==> config.mk <==
export PLATFORM = sky130hd
export DESIGN_NAME = traffic_light_controller_timed
export DESIGN_NICKNAME = d
export VERILOG_FILES = /design/src/rtl/traffic_light_controller_timed.sv
export SDC_FILE = /design/constraint.sdc
export NUM_CORES = 1
export LEC_CHECK = 0
export BUFFER_PORTS_ARGS = -buffer_cell sky130_fd_sc_hd__buf_2
export CORE_MARGIN = 2
export CORE_UTILIZATION = 35
export CTS_CLUSTER_SIZE = 16
export DETAILED_ROUTE_END_ITERATION = 8
export REMOVE_ABC_BUFFERS = 1
export SYNTH_ARGS = -nofsm -noshare
export SYNTH_HDL_FRONTEND = slang
export SYNTH_SLANG_ARGS = --single-unit
==> constraint.sdc <==
create_clock -name clock -period 2 [get_ports clock]
set_clock_uncertainty 0.15 [all_clocks]
set_input_delay 0.1 -clock clock [delete_from_list [all_inputs] [get_ports clock]]
set_output_delay 0.1 -clock clock [all_outputs]
set_load 0.005 [all_outputs]
==> src/rtl/traffic_light_controller_timed.sv <==
// traffic_light_controller_timed: timed NS/EW light FSM with yellow/all-red clearance; TLC_PED_EN adds a pedestrian walk phase
module traffic_light_controller_timed #(
  parameter int GREEN_MIN     = 4,
  parameter int GREEN_MAX     = 16,
  parameter int YELLOW_CYCLES = 3,
  parameter int ALLRED_CYCLES = 1,
  parameter int TW            = 8
`ifdef TLC_PED_EN
  , parameter int WALK_CYCLES = 6
`endif
) (
  input  logic       clock,
  input  logic       reset_n,
  input  logic       NSCar,
  input  logic       EWCar,
`ifdef TLC_PED_EN
  input  logic       ped_req,
  output logic       ped_walk,
`endif
  output logic [2:0] NSLite,
  output logic [2:0] EWLite,
  output logic [2:0] phase
);
  typedef enum logic [2:0] {
    NS_GREEN  = 3'd0,
    NS_YELLOW = 3'd1,
    AR_TO_EW  = 3'd2,
    EW_GREEN  = 3'd3,
    EW_YELLOW = 3'd4,
    AR_TO_NS  = 3'd5
`ifdef TLC_PED_EN
    , PED_WALK = 3'd6
`endif
  } state_t;
  localparam logic [TW-1:0] G_MIN  = TW'(GREEN_MIN - 1);
  localparam logic [TW-1:0] G_MAX  = TW'(GREEN_MAX - 1);
  localparam logic [TW-1:0] Y_END  = TW'(YELLOW_CYCLES - 1);
  localparam logic [TW-1:0] AR_END = TW'(ALLRED_CYCLES - 1);
  state_t state_q, state_d;
  logic [TW-1:0] timer_q, timer_d;
  logic ns_req_q, ns_req_d, ew_req_q, ew_req_d;
`ifdef TLC_PED_EN
  localparam logic [TW-1:0] W_END = TW'(WALK_CYCLES - 1);
  logic ped_pend_q, ped_pend_d, to_ew_q, to_ew_d;
`endif
  always_comb begin
    state_d = state_q;
    case (state_q)
      NS_GREEN:  if (ew_req_q && timer_q >= G_MIN && (!NSCar || timer_q >= G_MAX)) state_d = NS_YELLOW;
      NS_YELLOW: if (timer_q == Y_END) state_d = AR_TO_EW;
      EW_GREEN:  if (ns_req_q && timer_q >= G_MIN && (!EWCar || timer_q >= G_MAX)) state_d = EW_YELLOW;
      EW_YELLOW: if (timer_q == Y_END) state_d = AR_TO_NS;
`ifdef TLC_PED_EN
      AR_TO_EW:  if (timer_q == AR_END) state_d = ped_pend_q ? PED_WALK : EW_GREEN;
      AR_TO_NS:  if (timer_q == AR_END) state_d = ped_pend_q ? PED_WALK : NS_GREEN;
      PED_WALK:  if (timer_q == W_END) state_d = to_ew_q ? EW_GREEN : NS_GREEN;
`else
      AR_TO_EW:  if (timer_q == AR_END) state_d = EW_GREEN;
      AR_TO_NS:  if (timer_q == AR_END) state_d = NS_GREEN;
`endif
      default:   state_d = AR_TO_NS;
    endcase
    timer_d  = (state_d != state_q) ? '0 : (&timer_q) ? timer_q : timer_q + 1'b1;
    // entering its own green clears a latch and wins over a same-cycle sensor
    ns_req_d = (state_d != NS_GREEN) && (ns_req_q || (NSCar && state_q != NS_GREEN));
    ew_req_d = (state_d != EW_GREEN) && (ew_req_q || (EWCar && state_q != EW_GREEN));
`ifdef TLC_PED_EN
    ped_pend_d = (state_d == PED_WALK && state_q != PED_WALK) ? 1'b0 : ped_pend_q | ped_req;
    to_ew_d    = (state_q == AR_TO_EW) ? 1'b1 : (state_q == AR_TO_NS) ? 1'b0 : to_ew_q;
`endif
  end
  always_ff @(posedge clock or negedge reset_n) begin
    if (!reset_n) begin
      state_q    <= NS_GREEN;
      timer_q    <= '0;
      ns_req_q   <= 1'b0;
      ew_req_q   <= 1'b0;
`ifdef TLC_PED_EN
      ped_pend_q <= 1'b0;
      to_ew_q    <= 1'b0;
`endif
    end else begin
      state_q    <= state_d;
      timer_q    <= timer_d;
      ns_req_q   <= ns_req_d;
      ew_req_q   <= ew_req_d;
`ifdef TLC_PED_EN
      ped_pend_q <= ped_pend_d;
      to_ew_q    <= to_ew_d;
`endif
    end
  end
  assign phase  = state_q;
  assign NSLite = (state_q == NS_GREEN) ? 3'b001 : (state_q == NS_YELLOW) ? 3'b010 : 3'b100;
  assign EWLite = (state_q == EW_GREEN) ? 3'b001 : (state_q == EW_YELLOW) ? 3'b010 : 3'b100;
`ifdef TLC_PED_EN
  assign ped_walk = (state_q == PED_WALK);
`endif
endmodule
==> results of run 1 <==
-- kinds of logic after synthesis --
family          Yosys count  synth area share
compound gates           32            0.2717
xor+xnor                  3           0.02854
fa+ha+maj                 3           0.04077
buf+inv                  11           0.05705
flops                    13            0.3533
mux                       5           0.05435
simple gates             33            0.1943
-- layout by cell type (no fill, tap or decap), types with 2 or more instances in the layout --
| cell type | count |
|---|---|
| inv_1 | 5 |
| ha_2 | 2 |
| dfrtp_1 | 13 |
| o21ai_1 | 2 |
| clkbuf_4 | 3 |
| buf_4 | 18 |
| nand3_1 | 4 |
| nor2b_1 | 2 |
| nor2_1 | 10 |
| xnor2_1 | 3 |
| dlygate4sd3_1 | 2 |
| a211oi_1 | 3 |
| buf_2 | 12 |
| a21boi_2 | 2 |
| nand2_1 | 6 |
| a31oi_1 | 2 |
| a211oi_2 | 5 |
| or2_2 | 2 |
| a21oi_1 | 4 |
| mux2i_1 | 5 |
-- worst paths after layout --
kind | from | depth (start not counted) | end | slack, ns
max | timer_q[0] | 6 | timer_q[0] | 0.04
min | NSCar | 3 | ns_req_q | 0.09
max reg2reg | timer_q[0] | 6 | timer_q[0] | 0.04
min reg2reg | ns_req_q | 1 | ns_req_q | 0.40
max in group asynchronous | reset_n | 2 | timer_q[4] | 1.35
min in group asynchronous | reset_n | 2 | timer_q[3] | 0.10
-- cell type report --
cell class	count	area, um2
flip-flops and latches	13	325.3
clock buffers	4	26.28
multi-input cells	76	581.8
well taps	30	37.54
inverters	6	22.52
repair buffers	33	226.5
fillers	243	1257
-- sequential cells by signal, indices dropped and copies added, names as in the netlist --
signal and flops:
ew_req_q 1, phase 3, timer_q 8, ns_req_q 1
-- repair_timing --
item / in CTS / in global routing
pin swaps: 0 / 0
setup endpoints to repair: 9 / 9
gates resized for setup: 7 / 4
endpoints found under the hold margin: 14 / 0
hold buffers: 2 / 0
-- worst max-delay path: cells and delay by family (launching register included) --
family / cells / cell delay [ns]
compound gates: 5 / 1.10
flops: 1 / 0.41
fa+ha+maj: 1 / 0.22
-- through the flow --
step	cells	instance area [um2]
2_1_floorplan	95	890.9
3_3_place_gp	156	1131
3_5_place_dp	156	1131
4_1_cts	162	1204
5_1_grt	162	1220
6_report	162	1220
-- power by group through the flow --
stage,clock network [uW],registers [uW],logic (uW)
floorplan,0,441,502
global placement,0,409,899
detailed placement,0,414,909
CTS,167,410,943
global route,181,423,1090
finish,158,412,992
-- synthesized netlist by cell type, types with 2 or more instances --
cell type,count
a211oi_1,8
a21oi_1,4
a31oi_1,2
buf_2,3
dfrtp_1,13
ha_1,3
inv_1,5
mux2i_1,5
nand2_1,6
nand3_1,4
nor2_1,10
nor2b_1,2
nor3_1,2
o21ai_1,2
or2_2,2
xnor2_1,3
-- metal layers --
metal,wire length (um),vias up,part of all wire,track usage
met5,0,-,0,0
met4,35,0,0.015,0.05226
met3,85,4,0.037,0.03513
met2,1143,24,0.50,0.2653
met1,1015,429,0.45,0.2009
li1,-,440,-,-
==> metrics.md, run 1 <==
| Metric | Value |
|---|---|
| Status | completed |
| Pre-CTS WS | -0.09232 ns |
| Cell variety after synth | 42 |
| Synthesis-to-finish area growth | 32.47% |
| Area of the core | 2477 um2 |
| Max Fclk | 510.9 MHz |
| Final setup viols | 0 |
| Clock power share | 0.101 |
| Number of flops mapped to enable cells by yosys | 0 |
| Layout cells sized above 1 | 0.4015 |
| GRT Total Usage | 0.1583 |
| Vias in the first global route | 832 |
| Pwr dens | 1280 nW/um2 |
| Overall power | 1562 uW |
| Hold_ws | 0.09329 ns |
| Final Hold Fails | 0 |
| DRC violations left | 0 |
| Wire per inst | 14.06 um |
| Syn. warnings | 0 |
| Routed wire length | 2278 um |
| Largest net degree at the start of global routing | 14 |
| Initial antenna violation count | 0 |
| Tcrit/Tclk final | 0.9787 |
| Die area | 3058 um2 |
| CTS tree | built |
| GP Congestion | 0.8834 |
| # diodes | 0 |
| # H-tree levels | 1 |
| Final Max Tran Viols | 0 |
| Peak supply drop | 0.0006310 V |
| WS Path Type | flip-flop to flip-flop |
| Post-DP HPWL | 1716 um |
| Number of I/O pins | 13 |
| Crit end category | flip-flop |
| Die height | 55.30 um |
| Post-Syn Area per Cell | 9.209 um2 |
| Die X | 55.30 um |
| Worst skew pair latency | 0.27 ns |
| Startpoint types | flip-flop |
| Worst Tran Pin Value | 0.3432 ns |
| Min Tclk post-route | 1.957 ns |
| Sw Ratio | 0.4331 |
| First-pass detailed-route iteration total | 4 |
| Worst path required time | 2.03 ns |
| CTS Sinks | 13 |
| Total grt overflow | 0 |
| CTS Buffer Depth | 2 |
| Synthesized area | 920.9 um2 |
| Max_cap viols | 0 |
| Slew margin rel. | 0.7712 |
| Ranking of synthesized cells by area | dfrtp_1, a211oi_1, mux2i_1, ha_1, nor2_1 |
| Register area share after synthesis | 0.3533 |
| Vias per cell | 5.537 |
| Yosys top cell by area | dfrtp_1 |
| CTS Buf Count | 3 |
| Worst path slowest cell | dfrtp_1 |
| Crit-path cells | ha_2, o21bai_1, a221oi_1, o31a_1, a31o_1, a211oi_1 |
| Primary FF master, synth | dfrtp_1 |
| Seq pwr share | 0.264 |
| Arrival @ worst endpoint | 1.99 ns |
| Clock transition at path regs | 0.08 ns |
| Top cell type's share of synthesized area | 0.3533 |
| Vias | 897 |
| Initial Util | 0.3717 |
| Final Util | 0.4924 |
| Global-route wire length before repair | 3870 um |
| IO Port Bufs | 12 |
| CP max stage delay | 0.41 ns |
| Nets | 140 |
| Leakage power | 0.0005313 uW |
| Initial DRC count | 37 |
| Final WS setup | 0.04254 ns |
| Setup TNS | 0 ns |
| Rows | 18 |
| Antenna-violating nets left | 0 |
| Post-synth ARST share | 1.000 |
| Unrepaired setup endpoints after global routing | yes |
| Hold WC Path Type | input port to flip-flop |
| Postcts setup bufs | 0 |
| Sw Pwr | 676.4 uW |
| Largest fanout on the critical path | 4 |
| Root Driver | clkbuf_4 |
| Seq cells post-synth | 13 |
| Gate power share | 0.635 |
| Mapped Cells | 100 |
| Power Internal | 885.3 uW |
Note: power is estimated with default switching activity, not from simulation.
==> inputs of run 2 (changes only) <==
--- a/config.mk
+++ b/config.mk
@@ -5,6 +5,7 @@
 export SDC_FILE = /design/constraint.sdc
 export NUM_CORES = 1
 export LEC_CHECK = 0
+export ABC_AREA = 1
 export BUFFER_PORTS_ARGS = -buffer_cell sky130_fd_sc_hd__buf_2
 export CORE_MARGIN = 2
 export CORE_UTILIZATION = 35
==> constraint.sdc (replaced) <==
create_clock -name clock -period 2 [get_ports clock]
set_clock_uncertainty 0.15 [all_clocks]
set_input_delay 0.3 -clock clock [delete_from_list [all_inputs] [get_ports clock]]
set_output_delay 0.3 -clock clock [all_outputs]
set_load 0.005 [all_outputs]
==> metrics.md, run 2 <==
| Metric | Value |
|---|---|
| Final Hold Fails | 0 |
| Die height | 54.56 um |
| Largest fanout on the critical path | 7 |
| Met3 WL | 59 um |
| Seq cells post-synth | 13 |
| IO Port Bufs | 12 |
| Wire per inst | 10.45 um |
| Unrepaired setup endpoints after global routing | yes |
| CTS tree | built |
| Primary FF master, synth | dfrtp_1 |
| Count leader, synth | nor2_1 |
| Crit end category | primary output |
| Biggest register | timer_q |
| Register area share after synthesis | 0.3636 |
| Sw Pwr | 762.3 uW |
| Initial Util | 0.3644 |
| Post-Syn Area per Cell | 6.829 um2 |
| RR Startpoint | timer_q[0] |
| Antenna-violating nets left | 0 |
| Max Fclk | 557.0 MHz |
| Initial DRC count | 16 |
| Leakage power | 0.0005484 uW |
| CTS Buf Count | 3 |
| DP Cell Count | 173 |
| CTS Sinks | 13 |
| Reg area | 329.1 um2 |
| First-pass detailed-route iteration total | 4 |
| Multi-input gate area | 513.0 um2 |
| Cell variety after synth | 18 |
| # diodes | 0 |
| Routed wire length | 1860 um |
| CTS Buffer Depth | 2 |
| Layout cells sized above 1 | 0.2162 |
| Peak supply drop | 0.0008531 V |
| GRT Total Usage | 0.1448 |
| Root Driver | clkbuf_4 |
| M1 WL | 928 um |
| Arrival @ worst endpoint | 1.35 ns |
| Number of flops mapped to enable cells by yosys | 0 |
| Worst Tran Pin Value | 0.2987 ns |
| Largest net degree at the start of global routing | 14 |
| Total grt overflow | 0 |
| Yosys top cell by area | dfrtp_1 |
| Max reg flops | 8 |
| Min-delay src | NSCar |
| DRC violations left | 0 |
| Rows | 18 |
| Routed wl met2 | 861 um |
| Synthesis-to-finish area growth | 17.90% |
| Hold WC Path Type | input port to flip-flop |
| Syn. warnings | 0 |
| Vias per cell | 4.787 |
| Final setup viols | 0 |
| Setup TNS | 0 ns |
| Mapped Cells | 131 |
| Initial antenna violation count | 0 |
| Die X | 54.56 um |
| Min Tclk post-route | 1.795 ns |
| Commonest cells after routing, fill and taps aside | nand2_1, nor2_1, inv_1 |
| Post-DP HPWL | 1467 um |
| WS Path Type | flip-flop to primary output |
| Area of the core | 2455 um2 |
| Sw Ratio | 0.4988 |
| Postcts setup bufs | 0 |
| Status | completed |
| Tcrit/Tclk final | 0.8976 |
| Crit-path cells | inv_1, nand2_2, nor2_4, inv_1, nand2_1, inv_1, buf_2 |
| Worst skew pair latency | 0.27 ns |
| Final std cells w/o fill | 178 |
| Number of I/O pins | 13 |
| Filler cells | 266 |
| Max_cap viols | 0 |
| Cell mode on critical path | inv_1 |
| Clock transition at path regs | 0.08 ns |
| Global-route wire length before repair | 3139 um |
| Clock power share | 0.108 |
| Vias | 852 |
| DR top layer | met4 |
| Ranking of synthesized cells by area | dfrtp_1, nor2_1, nand2_1, inv_1, nand3_1 |
| Power Internal | 766.1 uW |
| Slew margin rel. | 0.8008 |
| Vias in the first global route | 755 |
| Final Max Tran Viols | 0 |
| Commonest cells post-synth | nor2_1, nand2_1, inv_1 |
| Startpoint types | flip-flop |
| Top cell type's share of synthesized area | 0.3636 |
| Post-synth ARST share | 1.000 |
| CP max stage delay | 0.45 ns |
| Nets | 156 |
| Worst path required time | 1.55 ns |
| # H-tree levels | 1 |
| Pwr dens | 1449 nW/um2 |
| Crit. Startpoint | phase[1] |
| Gate power share | 0.591 |
| Seq pwr share | 0.301 |
| Synthesized area | 894.6 um2 |
| Worst path slowest cell | dfrtp_1 |
| Die area | 2976 um2 |
| GP Congestion | 0.8061 |
-- run 2: path summary, 6_finish.rpt --
path,endpoint,slack (ns),cells past startpoint
hold / removal,ns_req_q,0.16,3
hold reg to reg,ns_req_q,0.37,2
setup / recovery,NSLite[2],0.20,7
min in group asynchronous,timer_q[5],0.28,2
setup reg to reg,timer_q[2],0.21,10
max in group asynchronous,phase[2],1.16,2
-- run 2: stage by stage --
step                      setup WS, ns  instance area (um2)  total power [uW]  utilization  hold slack (ns)
after floorplan                 0.3645                894.6              1098            -          -0.1456
after global placement          0.1849                992.2              1359       0.4042          0.05228
after detailed placement        0.1346                992.2              1368       0.4042          0.05409
after CTS                       0.1087                 1028              1540       0.4190           0.1586
after global routing         -0.001739                 1055              1707       0.4297           0.1689
final                           0.2047                 1055              1528       0.4297           0.1569
-- run 2: power by group through the flow --
stage / clock network [uW] / registers (uW) / logic [uW]
6_report: 166 / 459 / 903
5_1_grt: 179 / 472 / 1060
4_1_cts: 173 / 451 / 916
3_5_place_dp: 0 / 457 / 911
3_3_place_gp: 0 / 453 / 906
2_1_floorplan: 0 / 438 / 660
-- run 2: per-layer routing --
layer / track usage / up-vias
met3: 0.01913 / 2
met1: 0.1990 / 389
met4: 0.06250 / 0
met2: 0.2269 / 10
li1: - / 451
met5: 0 / -
-- run 2: cell type report --
class | instances | area share
Tap cell | 30 | 0.03559
Inverter | 21 | 0.07473
Clock buffer | 4 | 0.02491
Timing Repair Buffer | 13 | 0.06643
Multi-Input combinational cell | 97 | 0.4864
Sequential cell | 13 | 0.3120
-- run 2: cells by family (layout without fill, tap and decap cells) --
group / Yosys count / count (layout) / synth area share
compound gates: 14 / 14 / 0.07832
flops: 13 / 13 / 0.3636
simple gates: 76 / 76 / 0.3888
fa+ha+maj: 3 / 3 / 0.04196
buf+inv: 21 / 38 / 0.08811
xor+xnor: 4 / 4 / 0.03917
-- run 2: timing repair --
action	CTS	global route
setup endpoints to repair	0	8
hold buffers	1	0
gates resized for setup	0	11
hold endpoints to repair	13	0
-- run 2: critical path, delay by kind of cell (launching register included) --
kind,cells,cell delay (ns)
buf+inv,4,0.33
simple gates,3,0.29
flops,1,0.45
